### src/rtl/limbus_state_ram_pkg.sv
// Shared definitions for the limbus lookahead state RAM.
//   - clog2: elaboration-time ceiling log2 used to size address buses
//   - ST_CLEAR / ST_RUN: controller state encodings
//   - be_merge: per-bit select between the old stored bit and a new write bit
package limbus_state_ram_pkg;

  localparam logic [0:0] ST_CLEAR = 1'b0;
  localparam logic [0:0] ST_RUN   = 1'b1;

  function automatic int clog2(input int value);
    int result;
    result = 0;
    for (int r = 0; r < 31; r++) begin
      if ((1 << r) < value) begin
        result = r + 1;
      end
    end
    return result;
  endfunction

  // Bit-level merge: the caller expands the symbol byte-enable to each bit.
  function automatic logic be_merge(input logic old_bit, input logic new_bit, input logic be);
    return be ? new_bit : old_bit;
  endfunction

endpackage

### src/rtl/limbus_state_ram_rdport.sv
// One read port of the state RAM with its own copy of the storage array.
// Every copy receives the same internal write port, so all copies hold identical contents
// and each one maps onto a simple dual-port RAM (one write, one registered read).
//   clk, reset_n     clock, asynchronous active-low reset (clears only the output flags)
//   clearing         1 while the owner is sweeping CLEAR_VALUE; forces the read result
//   mem_we/addr/data/be  internal write port (sweep or accepted user write)
//   rd_address       read address, sampled every edge
//   rd_readdata      read result, valid for one cycle after the sampling edge
module limbus_state_ram_rdport
  import limbus_state_ram_pkg::*;
#(
  parameter int DEPTH        = 16,
  parameter int DATA_WIDTH   = 32,
  parameter int SYMBOL_WIDTH = 8,
  parameter int AW           = 4,
  parameter int BE_W         = 4,
  parameter logic [DATA_WIDTH-1:0] CLEAR_VALUE = '0
)(
  input  logic                  clk,
  input  logic                  reset_n,
  input  logic                  clearing,
  input  logic                  mem_we,
  input  logic [AW-1:0]         mem_addr,
  input  logic [DATA_WIDTH-1:0] mem_data,
  input  logic [BE_W-1:0]       mem_be,
  input  logic [AW-1:0]         rd_address,
  output logic [DATA_WIDTH-1:0] rd_readdata
);

  localparam logic [AW:0] DEPTH_W = (AW+1)'(DEPTH);

  logic [DATA_WIDTH-1:0] mem [DEPTH];
  logic [DATA_WIDTH-1:0] ram_q;
  logic [DATA_WIDTH-1:0] wdata_q;
  logic [BE_W-1:0]       be_q;
  logic                  byp_d, byp_q;
  logic                  force_d, force_q;
  logic [DATA_WIDTH-1:0] merged;

  always_comb begin
    // Same-edge write to the address being read: the array read returns the old word,
    // so remember to overlay the enabled lanes of this write.
    byp_d   = mem_we && (mem_addr == rd_address);
    force_d = clearing || ({1'b0, rd_address} >= DEPTH_W);
  end

  always_ff @(posedge clk or negedge reset_n) begin
    if (!reset_n) begin
      byp_q   <= 1'b0;
      force_q <= 1'b1;
    end else begin
      byp_q   <= byp_d;
      force_q <= force_d;
    end
  end

  // Storage with per-symbol write enables and read-before-write registered output.
  always_ff @(posedge clk) begin
    if (mem_we) begin
      for (int li = 0; li < BE_W; li++) begin
        if (mem_be[li]) begin
          mem[mem_addr][li*SYMBOL_WIDTH +: SYMBOL_WIDTH] <= mem_data[li*SYMBOL_WIDTH +: SYMBOL_WIDTH];
        end
      end
    end
    ram_q   <= mem[rd_address];
    wdata_q <= mem_data;
    be_q    <= mem_be;
  end

  genvar gi;
  for (gi = 0; gi < DATA_WIDTH; gi++) begin : g_bit
    assign merged[gi] = be_merge(ram_q[gi], wdata_q[gi], be_q[gi / SYMBOL_WIDTH]);
  end

  assign rd_readdata = force_q ? CLEAR_VALUE : (byp_q ? merged : ram_q);

endmodule

### src/rtl/limbus_sys_state_ram_mp.sv
// Lookahead per-channel state RAM: one byte-enabled write port, NUM_RD registered read ports,
// clear sweep after reset (optional) and on a soft-clear pulse.
//   clk, reset_n     clock, asynchronous active-low reset
//   clr              soft-clear request (single-cycle pulse)
//   wr_address/wr_writedata/wr_byteenable/wr_write   user write port
//   wr_waitrequest   1 while a clear sweep runs; writes are not accepted
//   rd_address       packed read addresses, port i = [i*AW +: AW]
//   rd_readdata      packed read data, port i = [i*DATA_WIDTH +: DATA_WIDTH], latency 1
module limbus_sys_state_ram_mp
  import limbus_state_ram_pkg::*;
#(
  parameter int DEPTH          = 16,
  parameter int DATA_WIDTH     = 32,
  parameter int SYMBOL_WIDTH   = 8,
  parameter int NUM_RD         = 2,
  parameter int CLEAR_ON_RESET = 1,
  parameter logic [DATA_WIDTH-1:0] CLEAR_VALUE = '0,
  localparam int AW   = (clog2(DEPTH) > 1) ? clog2(DEPTH) : 1,
  localparam int BE_W = DATA_WIDTH / SYMBOL_WIDTH
)(
  input  logic                         clk,
  input  logic                         reset_n,
  input  logic                         clr,
  input  logic [AW-1:0]                wr_address,
  input  logic [DATA_WIDTH-1:0]        wr_writedata,
  input  logic [BE_W-1:0]              wr_byteenable,
  input  logic                         wr_write,
  output logic                         wr_waitrequest,
  input  logic [NUM_RD*AW-1:0]         rd_address,
  output logic [NUM_RD*DATA_WIDTH-1:0] rd_readdata
);

  localparam logic [AW:0]   DEPTH_W  = (AW+1)'(DEPTH);
  localparam logic [AW-1:0] LAST     = AW'(DEPTH - 1);
  localparam logic [AW-1:0] ONE      = AW'(1);
  localparam logic [0:0]    ST_RESET = (CLEAR_ON_RESET != 0) ? ST_CLEAR : ST_RUN;

  logic [0:0]            state_d, state_q;
  logic [AW-1:0]         cnt_d, cnt_q;
  logic                  wreq_d, wreq_q;
  logic                  mem_we;
  logic [AW-1:0]         mem_addr;
  logic [DATA_WIDTH-1:0] mem_data;
  logic [BE_W-1:0]       mem_be;
  logic                  clearing;

  always_comb begin
    state_d  = state_q;
    cnt_d    = cnt_q;
    wreq_d   = wreq_q;
    mem_we   = 1'b0;
    mem_addr = wr_address;
    mem_data = wr_writedata;
    mem_be   = wr_byteenable;
    if (state_q == ST_CLEAR) begin
      // Sweep owns the write port: one word per edge, counting down to 0.
      mem_we   = 1'b1;
      mem_addr = cnt_q;
      mem_data = CLEAR_VALUE;
      mem_be   = '1;
      if (clr) begin
        cnt_d = LAST;
      end else if (cnt_q == '0) begin
        state_d = ST_RUN;
        wreq_d  = 1'b0;
      end else begin
        cnt_d = cnt_q - ONE;
      end
    end else begin
      // wreq_q can still be high here for one cycle after reset when no sweep is configured.
      mem_we = wr_write && !wreq_q && ({1'b0, wr_address} < DEPTH_W);
      if (clr) begin
        state_d = ST_CLEAR;
        cnt_d   = LAST;
        wreq_d  = 1'b1;
      end else begin
        wreq_d = 1'b0;
      end
    end
  end

  always_ff @(posedge clk or negedge reset_n) begin
    if (!reset_n) begin
      state_q <= ST_RESET;
      cnt_q   <= LAST;
      wreq_q  <= 1'b1;
    end else begin
      state_q <= state_d;
      cnt_q   <= cnt_d;
      wreq_q  <= wreq_d;
    end
  end

  assign clearing       = (state_q == ST_CLEAR);
  assign wr_waitrequest = wreq_q;

  genvar gi;
  for (gi = 0; gi < NUM_RD; gi++) begin : g_rd
    limbus_state_ram_rdport #(
      .DEPTH        (DEPTH),
      .DATA_WIDTH   (DATA_WIDTH),
      .SYMBOL_WIDTH (SYMBOL_WIDTH),
      .AW           (AW),
      .BE_W         (BE_W),
      .CLEAR_VALUE  (CLEAR_VALUE)
    ) u_rdport (
      .clk         (clk),
      .reset_n     (reset_n),
      .clearing    (clearing),
      .mem_we      (mem_we),
      .mem_addr    (mem_addr),
      .mem_data    (mem_data),
      .mem_be      (mem_be),
      .rd_address  (rd_address[gi*AW +: AW]),
      .rd_readdata (rd_readdata[gi*DATA_WIDTH +: DATA_WIDTH])
    );
  end

endmodule
### config.mk
export PLATFORM = sky130hd
export DESIGN_NAME = limbus_sys_state_ram_mp
export DESIGN_NICKNAME = d
export VERILOG_FILES = /design/src/rtl/limbus_state_ram_pkg.sv /design/src/rtl/limbus_state_ram_rdport.sv /design/src/rtl/limbus_sys_state_ram_mp.sv
export SDC_FILE = /design/constraint.sdc
export NUM_CORES = 1
export LEC_CHECK = 0
export BUFFER_PORTS_ARGS = -buffer_cell sky130_fd_sc_hd__clkbuf_2
export CAP_MARGIN = 20
export CORE_UTILIZATION = 58
export CTS_CLUSTER_DIAMETER = 60
export DETAILED_ROUTE_END_ITERATION = 12
export PLACE_DENSITY = 0.8
export REMOVE_ABC_BUFFERS = 1
export SLEW_MARGIN = 40
export SYNTH_ARGS = -nofsm -noshare
export SYNTH_HDL_FRONTEND = slang
export SYNTH_SLANG_ARGS = --single-unit
export TNS_END_PERCENT = 100
### constraint.sdc
create_clock -name clk -period 2.9 [get_ports clk]
set_input_delay 0.145 -clock clk [delete_from_list [all_inputs] [get_ports clk]]
set_output_delay 0.145 -clock clk [all_outputs]
set_load 0.01 [all_outputs]
==> After elaboration in Yosys (flattened, before gate mapping) <==
Memories as Yosys holds them, arrays and structs flattened. A register that Yosys moved wholly into a read port is not among the register bits.
Cells that the tools add are included.
{ "word_totals": {"regBits": 45, "ram_bits": 1024, "in_bits": 52, "memories": 2} }
{ "mem_list": {"columns": ["name", "depth", "word_bits", "rd", "rd_ports_with_merged_regs", "write_ports", "line_no", "source"], "rows": [
  ["g_rd[0].u_rdport.mem", 16, 32, 1, 1, 1, "limbus_state_ram_rdport.sv:32", "logic [DATA_WIDTH-1:0] mem [DEPTH];"],
  ["g_rd[1].u_rdport.mem", 16, 32, 1, 1, 1, "limbus_state_ram_rdport.sv:32", null]
]} }
{ "classes": {"addsub": 1, "n_eq_ne": 5, "n_mux": 96, "bitwise_logic": 1, "n_reduce_logical": 8} }
{ "op_table": {"columns": ["op", "n"], "rows": [
  ["$mux W32", 5],
  ["$mux W1", 85],
  ["$mux W4", 6],
  ["$eq A4 B4 Y1", 2],
  ["$logic_not A4 Y1", 1],
  ["$ne A2 B2 Y1 const B", 2],
  ["$reduce_and A2 Y1", 2],
  ["$sub A4 B1 Y4 const B", 1],
  ["$logic_and A1 B1 Y1", 3],
  ["$ne A2 B1 Y1 const B", 1],
  ["$reduce_bool A2 Y1", 1],
  ["$logic_not A1 Y1", 1],
  ["$not A1 Y1", 1]
]} }

==> Longest topological paths before layout <==
Gate-level depths: netlist (run 1).
{ "logic_depth": {"depth_word": 5, "depth_mapped": 6, "mapped_depth_nobuf": 5} }

==> By module <==
From an unflattened synthesis (run 1), not the netlist that was laid out.
{ "hier_totals": {"cells_unflattened": 2213, "hier_area_um2": 43445.4} }
{ "by_module_without_submodules": {"columns": ["mod", "n_inst", "cells_per_inst", "area_per_inst_um2", "seq_area_each_um2"], "rows": [
  ["limbus_state_ram_rdport", 2, 1068, 21421.8, 16787.4],
  ["limbus_sys_state_ram_mp", 1, 77, 601.8, 156.4]
]} }

==> Least setup slack after synthesis (run 1) <==
Ideal clock, no wire load.
{ "synth_path": {"kind": "register to register", "startpoint": "register cnt_q[0]", "endpoint": "memory g_rd[0].u_rdport.mem[13][0], enable pin", "setup_ns": 0.383, "arrival_ns": 1.905, "t_required_ns": 2.517, "setup_slack_ns": 0.611, "path_stages_with_launch": 6, "cell_sequence": "dfstp_2 -> buf_2 -> inv_1 -> o32a_1 -> clkbuf_1 -> nor3_1"} }
{ "synth_via": {"elab_chain_cells": 1} }
{ "synth_lines": {"columns": ["item", "line_no", "source"], "rows": [
  ["start, declared", "limbus_sys_state_ram_mp.sv:39", "logic [AW-1:0] cnt_d, cnt_q;"],
  ["start signal, assigned", "limbus_sys_state_ram_mp.sv:89", "cnt_q <= cnt_d;"],
  ["$mux W4", "limbus_sys_state_ram_mp.sv:55", "if (state_q == ST_CLEAR) begin"],
  ["end, declared", "limbus_state_ram_rdport.sv:32", null]
]} }
No other way between the ends.

==> Worst setup path in the final report (run 1) <==
{ "layout_path": {"startpoint": "register cnt_q[2]", "endpoint": "memory g_rd[0].u_rdport.mem[6][9], enable pin"} }
The elaborated chain is that of the path after synthesis.

==> flow_summary_export.csv, run 1 <==
group,metric,value,unit
die,dieHeight,218,um
setup_path,crit_required,3.16,ns
placed_design,hpwl,48.8,mm
clock_network,cts-resized-gates,0,
route,vias_per_cell,7.05,
route,first_iter_violations,2387,
die,floorplan.initialDensity,59.3,%
final_layout,final_nets,1810,
route,wl_per_cell,31.2,um
grt,grt_pass1_vias,17400,
timing,worst_pin_slew,0.894,ns
logic_synthesis,synth-edff-count,512,
timing,min_period_over_period,90.6,%
timing,fin_crit,2.63,ns
grt,gr-usage-all-layers,32.5,%
die,io_pins,117,
setup_path,reg2reg_to,"g_rd[0].u_rdport.mem[6][9]",
worst_hold_path,whs_path_depth,3,
route,wl,75.2,mm
route,vias,17000,
logic_synthesis,syn_avg_cell_area,17.3,um^2
setup_path,worst-path-max-fanout,10,
logic_synthesis,synth_flop_cell,"edfxtp_1",
power,p_leak,11.1,nW
setup_path,crit_path_end_kind,"flip-flop",
die,fp-row-count,78,
logic_synthesis,synth_cells,1567,
logic_synthesis,synth-async-reset-ratio,1.45,%
logic_synthesis,yosysWarnings,0,
setup_path,path_class,"flip-flop to flip-flop",
job,drv_cap,0,
logic_synthesis,synth.distinct_cells,39,
timing,fmax,0.381,GHz
timing,slew_headroom,40.3,%
clock_network,cts_tree,"built",
grt,grt_first_pass_wirelength,111,mm
setup_path,cp-startpoint,"cnt_q[2]",
route,firstDrtPassIters,8,
run_status,status,"finished, final reports clean",
timing,finClkSkew,0.0185,ns
final_layout,drive_above_1_share,34.9,%
final_layout,layout.cells.most_common,"edfxtp_1",
setup_path,reg2reg_slack,0.27,ns
timing,drv_slew,0,
timing,hold_viol_final,0,
placed_design,gp_congestion,0.913,
timing,whs,0.0117,ns
logic_synthesis,syn_area,27100,um^2
route,drcViolationCount,0,
timing,setup_tns,0,ns
route,detail-route-antenna-nets,0,
power,ir_worst_vdd,0.459,mV
clock_network,clk_latency,0.63,ns
logic_synthesis,ys_ff_latch,621,
setup_path,crit_path_end,"g_rd[0].u_rdport.mem[6][9]",
power,fin_total_pwr,19.4,mW
final_layout,final_core_util,68.2,%
grt,grt_antenna_before_repair,2,
setup_path,startpoint_type,"flip-flop",
die,die_x,218,um
die,die_area,47500,um^2
final_layout,fin_area,31200,um^2
clock_network,clock_sinks,621,
clock_network,cts_max_level,2,
final_layout,area_delta_synth_final,15.1,%
placed_design,placed_area,29000,um^2
clock_network,cts.root.buffer_cell,"clkbuf_16",
setup_path,arrival,2.88,ns
die,core,45700,um^2
timing,setup_viol,0,
power,p_per_area,623,nW/um^2
clock_network,cts_made_buffers,61,
setup_path,reg2regPathDepth,4,
grt,gr-total-overflow,0,
final_layout,layout_common_cells,"edfxtp_1, mux4_2, nand2_1",
clock_network,clk_pin_slew_worst_paths,0.07,ns
logic_synthesis,seq_area_frac_synth,65.1,%
placed_design,port_buffers,116,
timing,rsz0062_at_grt,"no",
grt,grt_max_degree,42,
worst_hold_path,min_path_type,"primary input to flip-flop",
clock_network,ctsLongestPathBuffers,3,
setup_path,r2r_start,"cnt_q[2]",
==> flip-flops by register name (all words and copies together) (netlist names) <==
signal	count
state_q	1
g_rd.u_rdport.mem	512
g_rd.u_rdport.byp_q	2
cnt_q	4
g_rd.u_rdport.wdata_q	32
g_rd.u_rdport.force_q	1
g_rd.u_rdport.be_q	4
wr_waitrequest	1
g_rd.u_rdport.ram_q	64
==> report_power, final <==
group / total [mW] / leakage (nW) / switching, mW / internal [mW]
clock network: 8.02 / 1.02 / 3.38 / 4.64
logic: 1.46 / 4.12 / 0.822 / 0.637
registers: 9.93 / 5.96 / 0.117 / 9.81
total: 19.4 / 11.1 / 4.32 / 15.1
==> final cells by class <==
type                    instances  area [um^2]
clock inverters                30          265
clock buffers                  85         1780
inverters                       5         18.8
diodes                          1         2.50
repair buffers                251         1770
fillers                      2895        14500
well taps                     600          751
multi-input cells             816         8950
flip-flops and latches        621        17600
==> repair_timing <==
action | in CTS | in global routing
buffers inserted | 0 | 0
hold buffers | 11 | 0
setup endpoints to repair | 0 | 0
endpoints found under the hold margin | 21 | 0
==> worst min-delay path by stage <==
stage | start | end
6_report | wr_writedata[0] | g_rd[1].u_rdport.wdata_q[0]
3_3_place_gp | reset_n | g_rd[1].u_rdport.byp_q
2_1_floorplan | reset_n | g_rd[0].u_rdport.byp_q
5_1_grt | wr_writedata[0] | g_rd[1].u_rdport.wdata_q[0]
4_1_cts | wr_writedata[4] | g_rd[1].u_rdport.wdata_q[4]
3_5_place_dp | reset_n | g_rd[1].u_rdport.byp_q
==> per-layer routing <==
metal	global-route usage, %	vias up	part of all wire, %
met5	0	-	0.017
met4	15.0	2	4.8
met3	7.02	242	12
met2	51.7	1315	48
met1	43.4	8616	35
li1	-	6809	-
==> synthesized netlist by cell type, types with 3 or more instances <==
library cell / number / area share [%]
a22oi_1: 128 / 3.5
nand2_1: 138 / 1.9
mux2i_1: 3 / 0.11
nand3_1: 64 / 1.2
nor2_1: 23 / 0.32
buf_2: 22 / 0.41
and2_1: 34 / 0.79
mux4_2: 256 / 21
nor2b_1: 8 / 0.18
a21oi_1: 75 / 1.4
inv_1: 4 / 0.055
edfxtp_1: 512 / 57
buf_4: 15 / 0.42
clkbuf_1: 67 / 0.93
dfrtp_1: 3 / 0.28
nand2b_1: 5 / 0.12
dfxtp_1: 100 / 7.4
or2_2: 4 / 0.092
dfstp_2: 6 / 0.58
xnor2_1: 7 / 0.23
nor3_1: 51 / 0.94
buf_1: 19 / 0.26
==> cells by family (layout without fill, tap and decap cells) <==
| logic type | Yosys count | count (layout) | synth area share, % |
|---|---|---|---|
| DFF | 621 | 621 | 65.1 |
| and+or+nand+nor | 335 | 335 | 5.75 |
| muxes | 259 | 259 | 21.4 |
| AOI/OAI and AO/OA | 213 | 213 | 5.30 |
| buffers and inverters | 130 | 371 | 2.17 |
| xor gates and xnor gates | 7 | 7 | 0.226 |
| adders and majority gates | 2 | 2 | 0.0924 |
| other | 0 | 1 | 0 |
==> per-stage QoR <==
stage | setup WS, ns | cells
after global placement | 0.283 | 2280
after CTS | 0.313 | 2407
after floorplan | 0.178 | 1442
after detailed placement | 0.355 | 2281
final | 0.273 | 2409
after global routing | 0.196 | 2409
==> worst max-delay path, cell delays in order, from the launching register on <==
cell and delay (ns):
dfstp_2 0.60, inv_1 0.09, o32a_1 0.53, or2_2 0.45, nor2_1 0.58
(Power assumes the default switching activity.)
==> run 2: changes to the inputs <==
Settings changed: PLACE_DENSITY 0.8 to 0.79, SYNTH_HIERARCHICAL from default to 1.
==> flow_summary_export.csv, run 2 <==
group,metric,value,unit
route,first_iter_violations,3375,
placed_design,placed_area,46300,um^2
final_layout,fin_area,50000,um^2
final_layout,n_antenna_cell,0,
timing,slew_headroom,42.4,%
logic_synthesis,synth_commonest_cells,"edfxtp_1, mux4_2, nand2_1",
final_layout,final_nets,2575,
clock_network,cts_tree,"built",
die,io_pins,117,
timing,fmax,0.348,GHz
route,drcViolationCount,0,
route,vias_per_cell,6.62,
grt,grt_max_degree,61,
setup_path,worst-path-max-fanout,8,
logic_synthesis,synth-async-reset-ratio,0.855,%
final_layout,reg_top3,"g_rd.u_rdport/mem x1024, g_rd.u_rdport/ram_q x64, g_rd.u_rdport/wdata_q x64",
logic_synthesis,yosysWarnings,6,
final_layout,layout.cells.most_common,"edfxtp_1",
final_layout,final_core_util,68.0,%
grt,gr-total-overflow,0,
power,p_per_area,690,nW/um^2
setup_path,arrival,3.24,ns
setup_path,startpoint_type,"flip-flop",
grt,grt_pass1_vias,23600,
final_layout,area_delta_synth_final,15.1,%
worst_hold_path,min_path_type,"primary input to flip-flop",
final_layout,largest_reg_flops,1024,
clock_network,ctsLongestPathBuffers,3,
logic_synthesis,synth_top_cell_area_share,70.8,%
timing,rsz0062_at_grt,"no",
timing,hold_viol_final,0,
timing,worst_pin_slew,0.861,ns
die,core,73600,um^2
route,detail-route-antenna-nets,0,
die,die_x,276,um
logic_synthesis,seq_area_frac_synth,77.6,%
grt,gr-usage-all-layers,29.4,%
logic_synthesis,synth_flop_cell,"edfxtp_1",
route,vias,23600,
run_status,status,"finished, final reports clean",
placed_design,hpwl,63.3,mm
logic_synthesis,yosysTopAreaCell,"edfxtp_1",
timing,drv_slew,0,
setup_path,crit_path_end_kind,"flip-flop",
logic_synthesis,synth_cells,2213,
logic_synthesis,syn_area,43400,um^2
logic_synthesis,synth_most_common_cell,"edfxtp_1",
worst_hold_path,whs_path_depth,3,
logic_synthesis,synth_area_leaders,"edfxtp_1, mux4_2, dfxtp_1",
setup_path,reg2regPathDepth,6,
logic_synthesis,synth.distinct_cells,36,
route,wl,109,mm
timing,setup_viol,0,
route,wl_per_cell,30.6,um
final_layout,layout_common_cells,"edfxtp_1, mux4_2, buf_4",
timing,finClkSkew,0.0145,ns
logic_synthesis,synth-edff-count,1024,
die,dieHeight,276,um
final_layout,largest_register,"g_rd.u_rdport/mem",
job,drv_cap,0,
clock_network,clock_sinks,1170,
logic_synthesis,ys_ff_latch,1170,
die,fp-row-count,99,
power,ir_worst_vdd,0.468,mV
setup_path,path_class,"flip-flop to flip-flop",
clock_network,cts-resized-gates,0,
grt,grt_first_pass_wirelength,159,mm
clock_network,cts_made_buffers,105,
setup_path,reg2reg_slack,0.03,ns
timing,fin_crit,2.87,ns
setup_path,crit_required,3.27,ns
route,firstDrtPassIters,9,
die,die_area,76000,um^2
clock_network,clk_pin_slew_worst_paths,0.06,ns
grt,grt_antenna_before_repair,1,
clock_network,cts_max_level,3,
final_layout,drive_above_1_share,29.2,%
timing,min_period_over_period,99.1,%
placed_design,gp_congestion,0.879,
clock_network,cts.root.buffer_cell,"clkbuf_16",
clock_network,clk_latency,0.67,ns
logic_synthesis,syn_avg_cell_area,19.6,um^2
die,floorplan.initialDensity,59.0,%
placed_design,port_buffers,116,
power,p_leak,17.2,nW
[run 2: cell types whose count changed in the layout (fill, tap and decap cells not counted), moves of 28 or more]
cell,delta
clkbuf_16,+49
buf_4,+84
edfxtp_1,+512
nand2_1,+28
nor2_1,+117
nor3_1,-41
dfxtp_1,+36
[run 2: cell type report]
type                            instances  area [um^2]
Clock inverter                         59          553
Tap cell                              959         1200
Sequential cell                      1170        33700
Inverter                                4         15.0
Clock buffer                          140         2990
Fill cell                            4291        23600
Multi-Input combinational cell        909         9170
Timing Repair Buffer                  331         2350
[run 2: worst max-delay path, stage by stage, from the launching register on]
cell	delay, ns
dfstp_2	0.55
inv_1	0.08
o21ai_1	0.40
buf_4	0.24
nand4_1	0.67
nor2_1	0.38
buf_4	0.25
[run 2: cells by family (layout without fill, tap and decap cells)]
kind of cell | count (synthesis) | count (layout) | share of synthesized area [%]
simple gates | 439 | 439 | 4.36
buf+inv | 134 | 534 | 1.33
mux | 260 | 260 | 13.4
compound gates | 200 | 200 | 3.08
fa+ha+maj | 2 | 2 | 0.0576
xor+xnor | 8 | 8 | 0.161
flops | 1170 | 1170 | 77.6
[run 2: timing repair]
action,in CTS,in global routing
buffers inserted,0,0
endpoints found under the hold margin,24,0
hold buffers,10,0
setup endpoints to repair,0,3
[run 2: where the power goes]
group / internal [mW] / total, mW / switching [mW]
Combinational: 0.689 / 1.67 / 0.981
Clock: 8.07 / 14.2 / 6.09
Sequential: 18.5 / 18.7 / 0.141
Total: 27.3 / 34.5 / 7.21
[run 2: final timing paths]
| check | end | start |
|---|---|---|
| max | g_rd[1].u_rdport/mem[15][21] | cnt_q[0] |
| min | g_rd[1].u_rdport/wdata_q[0] | wr_writedata[0] |
| min reg2reg | cnt_q[1] | cnt_q[1] |
| max in group asynchronous | state_q | reset_n |
| min in group asynchronous | cnt_q[2] | reset_n |
| max reg2reg | g_rd[1].u_rdport/mem[15][21] | cnt_q[0] |
[run 2: per-layer routing]
layer  vias to the layer above  part of all wire, %  GRT usage (%)
met5                         -                    0              0
met4                         0                  4.2           12.2
met3                       246                   13           7.13
met2                      1839                   47           44.4
met1                     12100                   36           41.8
li1                       9494                    -              -
[run 2: metrics by stage]
step,setup TNS [ns],worst slack (ns),instances,power [mW],hold WS (ns)
global route,0,0.0104,3572,35.3,0.0508
finish,0,0.0262,3572,34.5,0.0420
global placement,0,0.211,3362,20.5,0.0618
detailed placement,0,0.145,3363,20.6,0.0652
CTS,0,0.126,3572,34.6,0.0285
floorplan,-16.80,-0.115,2083,19.8,-0.151
